===== config.mk =====
export PLATFORM = sky130hd
export DESIGN_NAME = regfile_share_ctrl
export DESIGN_NICKNAME = d
export VERILOG_FILES = /design/src/rtl/regfile_share_ctrl.sv
export SDC_FILE = /design/constraint.sdc
export NUM_CORES = 1
export LEC_CHECK = 0
export CAP_MARGIN = 0
export CORE_MARGIN = 3
export CORE_UTILIZATION = 35
export CTS_CLUSTER_SIZE = 28
export DETAILED_ROUTE_END_ITERATION = 8
export PLACE_DENSITY = 0.86
export SYNTH_ARGS = -nofsm -noshare
export SYNTH_HDL_FRONTEND = slang
export SYNTH_SLANG_ARGS = --single-unit

===== constraint.sdc =====
create_clock -name CLK -period 1.9 [get_ports CLK]
set_input_delay 0.475 -clock CLK [delete_from_list [all_inputs] [get_ports CLK]]
set_output_delay 0.475 -clock CLK [all_outputs]
set_load 0.05 [all_outputs]

===== src/rtl/regfile_share_ctrl.sv =====
// regfile_share_ctrl: init sweep then round-robin sharing of a 1R/1W register file between clients A and B
module regfile_share_ctrl #(
  parameter int width = 32,
  parameter int n = 5,
  parameter int size = 32,
  parameter logic [width-1:0] init_val = '0
) (
  input  logic             CLK,
  input  logic             RST_N,
  input  logic             A_WR_VALID,
  input  logic [n-1:0]     A_WR_INDEX,
  input  logic [width-1:0] A_WR_DATA,
  output logic             A_WR_READY,
  input  logic             B_WR_VALID,
  input  logic [n-1:0]     B_WR_INDEX,
  input  logic [width-1:0] B_WR_DATA,
  output logic             B_WR_READY,
  input  logic             A_RD_VALID,
  input  logic [n-1:0]     A_RD_INDEX,
  output logic             A_RD_READY,
  output logic             A_RESP_VALID,
  output logic [width-1:0] A_RESP_DATA,
  input  logic             B_RD_VALID,
  input  logic [n-1:0]     B_RD_INDEX,
  output logic             B_RD_READY,
  output logic             B_RESP_VALID,
  output logic [width-1:0] B_RESP_DATA,
  output logic [n-1:0]     RF_READ_INDEX,
  input  logic [width-1:0] RF_READ_DATA,
  output logic             RF_WRITE_EN,
  output logic [n-1:0]     RF_WRITE_INDEX,
  output logic [width-1:0] RF_WRITE_DATA,
  output logic             INIT_BUSY
);
  typedef enum logic {INIT, RUN} state_t;
  state_t state_q, state_d;
  logic [n-1:0] cnt_q, cnt_d;
  logic wr_last_q, wr_last_d, rd_last_q, rd_last_d;
  logic a_resp_valid_q, a_resp_valid_d, b_resp_valid_q, b_resp_valid_d;
  logic [width-1:0] a_resp_data_q, a_resp_data_d, b_resp_data_q, b_resp_data_d;
  logic run, wr_a, wr_b, rd_a, rd_b;
  // last pointers: 0 = A, 1 = B; reset to B so A wins the first contention
  always_ff @(posedge CLK or negedge RST_N) begin
    if (!RST_N) begin
      state_q        <= INIT;
      cnt_q          <= '0;
      wr_last_q      <= 1'b1;
      rd_last_q      <= 1'b1;
      a_resp_valid_q <= 1'b0;
      b_resp_valid_q <= 1'b0;
      a_resp_data_q  <= '0;
      b_resp_data_q  <= '0;
    end else begin
      state_q        <= state_d;
      cnt_q          <= cnt_d;
      wr_last_q      <= wr_last_d;
      rd_last_q      <= rd_last_d;
      a_resp_valid_q <= a_resp_valid_d;
      b_resp_valid_q <= b_resp_valid_d;
      a_resp_data_q  <= a_resp_data_d;
      b_resp_data_q  <= b_resp_data_d;
    end
  end
  always_comb begin
    run            = state_q == RUN;
    wr_a           = run && A_WR_VALID && (!B_WR_VALID || wr_last_q);
    wr_b           = run && B_WR_VALID && (!A_WR_VALID || !wr_last_q);
    rd_a           = run && A_RD_VALID && (!B_RD_VALID || rd_last_q);
    rd_b           = run && B_RD_VALID && (!A_RD_VALID || !rd_last_q);
    state_d        = (!run && cnt_q == n'(size - 1)) ? RUN : state_q;
    cnt_d          = run ? cnt_q : cnt_q + 1'b1;
    wr_last_d      = wr_a ? 1'b0 : wr_b ? 1'b1 : wr_last_q;
    rd_last_d      = rd_a ? 1'b0 : rd_b ? 1'b1 : rd_last_q;
    a_resp_valid_d = rd_a;
    b_resp_valid_d = rd_b;
    a_resp_data_d  = rd_a ? RF_READ_DATA : a_resp_data_q;
    b_resp_data_d  = rd_b ? RF_READ_DATA : b_resp_data_q;
    A_WR_READY     = wr_a;
    B_WR_READY     = wr_b;
    A_RD_READY     = rd_a;
    B_RD_READY     = rd_b;
    A_RESP_VALID   = a_resp_valid_q;
    B_RESP_VALID   = b_resp_valid_q;
    A_RESP_DATA    = a_resp_data_q;
    B_RESP_DATA    = b_resp_data_q;
    INIT_BUSY      = !run;
    RF_WRITE_EN    = !run || wr_a || wr_b;
    RF_WRITE_INDEX = !run ? cnt_q : wr_a ? A_WR_INDEX : wr_b ? B_WR_INDEX : '0;
    RF_WRITE_DATA  = !run ? init_val : wr_a ? A_WR_DATA : wr_b ? B_WR_DATA : '0;
    RF_READ_INDEX  = rd_a ? A_RD_INDEX : rd_b ? B_RD_INDEX : '0;
  end
endmodule


==> impl_metrics.yaml <==
outcome:
  status: "finished, violations left"
  violations: "negative setup slack"
drt:
  drt_iter0_drc: 194
  wl_per_cell_um: 22.04
  vias: 3141
  firstDrtPassIters: 5
  wirelength_mm: 13.89
  post-route-drc-count: 0
  ant_nets: 0
  vias_per_cell: 4.986
setup_path:
  required_ns: 1.42
  worst_r2r_path_depth: 6
  endpoint: "RF_WRITE_INDEX[2]"
  critical_path_class: "register to output pin"
  worstPathMaxFanout: 5
  r2r_slack_ns: 0.11
  cp-start-kind: "register"
  rr_startpoint: "rd_last_q"
  r2r_end: "A_RESP_DATA[30]"
  endpoint_kind: "output pin"
  worstSetupStartpoint: "wr_last_q"
  cp.arrival_ns: 1.79
global_routing:
  antenna_found_initial: 0
  grt_overflow: 0
  grt_pass1_wl_mm: 20.65
  grt_max_degree: 40
  grt_pass1_vias: 3527
  grt_use_total_pct: 24.49
floorplan:
  core_mm2: 0.009328
  io-pin-count: 236
  die_y_um: 104.4
  die-area_mm2: 0.01090
  start_util_pct: 36.34
  die_w_um: 104.4
  placementRows: 35
final_layout:
  fillers: 527
  diodes: 0
  postLayoutCellArea_mm2: 0.007141
  multi_input_area_mm2: 0.001773
  nets: 621
  drive_above_1_share_pct: 55.69
  regArea_mm2: 0.001856
  area_delta_synth_final_pct: 110.7
clocking:
  cts_tree: "done"
  cts_buffers: 9
  clk_latency_ns: 0.34
  cts_sinks: 74
  cts-root-buf: "clkbuf_8"
  cts_hold_buffers: 0
  cts_max_level: 3
  cts.path.max_buffers: 2
  path_clk_slew_ns: 0.08
yosys:
  yosys_warnings: 0
  postSynthAreaPerCell_um2: 14.74
  synthCells: 230
  yosysSeqAreaShare_pct: 54.71
  synth-seq-cells: 74
  syn_nets: 354
  synth_area_mm2: 0.003390
  yosysUniqueCellTypes: 22
job:
  drv_cap: 0
sta:
  worst_slack_ns: -0.3663
  finalClockSkew_ns: 0.005359
  period_share_pct: 119.3
  worst_pin_slew_ns: 0.6206
  fmax_ghz: 0.4412
  slew_violations: 0
  holdWs_ns: 0.09009
  post-route-min-period_ns: 2.266
  hold_violations: 0
  slew_headroom_pct: 58.62
  rsz0062_at_grt: "yes"
  tns_ns: -12.62
  setup_viol: 47
place:
  hpwl_mm: 9.654
  portBuffers: 235
  placed_area_mm2: 0.006322
  pre_cts_ws_ns: -0.4787
  place.gp.congestion: 0.8753
power_and_ir_drop:
  p_total_mw: 6.364
  ir_drop_mv: 0.5910
  power_per_cell_area_mw_per_mm2: 891.2
  p_leak_nw: 3.257
min_path:
  hp-class: "input port to async pin"
## through the flow
| stage | utilization (%) | cells |
|---|---|---|
| after global placement | 67.78 | 592 |
| final | 76.55 | 630 |
| after global routing | 76.55 | 630 |
| after detailed placement | 67.78 | 592 |
| after floorplan | - | 230 |
| after CTS | 74.43 | 625 |
## how the worst min path moves through the flow
stage,startpoint,end,slack [ns]
after floorplan,RST_N,A_RESP_DATA[0],0.18
after global placement,RST_N,A_RESP_DATA[17],0.47
after detailed placement,RST_N,A_RESP_DATA[26],0.47
after CTS,RST_N,A_RESP_DATA[17],0.09
after global routing,RST_N,A_RESP_DATA[26],0.11
final,RST_N,A_RESP_DATA[26],0.09
## final cells by class
class	instances	share of cell area, %
inverters	4	0.2979
repair buffers	273	43.93
flip-flops and latches	74	25.99
well taps	129	2.260
clock buffers	10	1.927
clock inverters	5	0.7710
multi-input cells	135	24.83
## registers in the layout (all words and copies together) (netlist names)
signal,count
cnt_q,5
run,1
A_RESP_VALID,1
B_RESP_VALID,1
B_RESP_DATA,32
rd_last_q,1
A_RESP_DATA,32
wr_last_q,1
## cell usage in the layout (no fill, tap or decap), drive strengths merged
master,instances
inv,3
clkdlybuf4s50,116
buf,150
dfrtp,72
bufinv,1
mux2,66
nand2,7
dfstp,2
bufbuf,1
xnor2,3
or2,1
clkinv,2
nand3,1
a21oi,3
o21ai,2
a22o,37
clkbuf,13
dlygate4sd2,3
a221o,5
and3,1
a21o,1
nor2b,5
clkinvlp,3
or3,1
ha,2
## power breakdown
part           switching [mW]  internal [mW]  total (mW)
Combinational            1.78           1.43        3.21
Sequential              0.144           1.81        1.95
Clock                   0.568          0.630        1.20
## worst max-delay path: stages, from the launching register on
cell and delay [ns]:
dfstp_2 0.58, a21oi_4 0.08, buf_12 0.14, buf_8 0.12, a221o_1 0.36, buf_12 0.17
## synthesized netlist by cell type
| master | count | area share [%] |
|---|---|---|
| inv_1 | 4 | 0.44 |
| and3_1 | 1 | 0.18 |
| buf_6 | 6 | 2.0 |
| a22o_1 | 37 | 9.6 |
| ha_1 | 2 | 0.74 |
| buf_4 | 1 | 0.22 |
| buf_2 | 10 | 1.5 |
| a221o_1 | 5 | 1.5 |
| nand3_1 | 1 | 0.15 |
| mux2_1 | 10 | 3.3 |
| or3_1 | 1 | 0.18 |
| dfstp_2 | 2 | 1.6 |
| nor2b_1 | 5 | 0.92 |
| a21o_1 | 1 | 0.22 |
| mux2_2 | 26 | 8.6 |
| mux2_4 | 30 | 13 |
| a21oi_1 | 3 | 0.44 |
| xnor2_1 | 3 | 0.78 |
| dfrtp_1 | 72 | 53 |
| nand2_1 | 7 | 0.78 |
| or2_2 | 1 | 0.18 |
| o21ai_0 | 2 | 0.30 |
## routing by layer
metal  share of wire [%]  vias up  routed length (µm)  global-route usage, %
met5                   0        -                   0                      0
li1                    -     1387                   -                      -
met1                  36     1553                5018                  25.98
met2                  52      167                7261                  44.28
met4                 4.0        0                 556                  10.35
met3                 7.6       34                1049                  7.945
## cell families (layout without fill, tap and decap cells)
logic type | count (synthesis) | in the layout | share of synthesized area, %
DFF | 74 | 74 | 54.71
buffers and inverters | 21 | 292 | 4.134
xor gates and xnor gates | 3 | 3 | 0.7753
adders and majority gates | 2 | 2 | 0.7382
muxes | 66 | 66 | 25.25
and+or+nand+nor | 16 | 16 | 2.400
AOI/OAI and AO/OA | 48 | 48 | 12.00
## repair_timing
item / in CTS / in global routing
buffers inserted: 14 / 3
pin swaps: 10 / 7
gates resized for setup: 46 / 21
endpoints found under the setup margin: 47 / 47
cloned: 4 / 2
(Power assumes the default switching activity.)
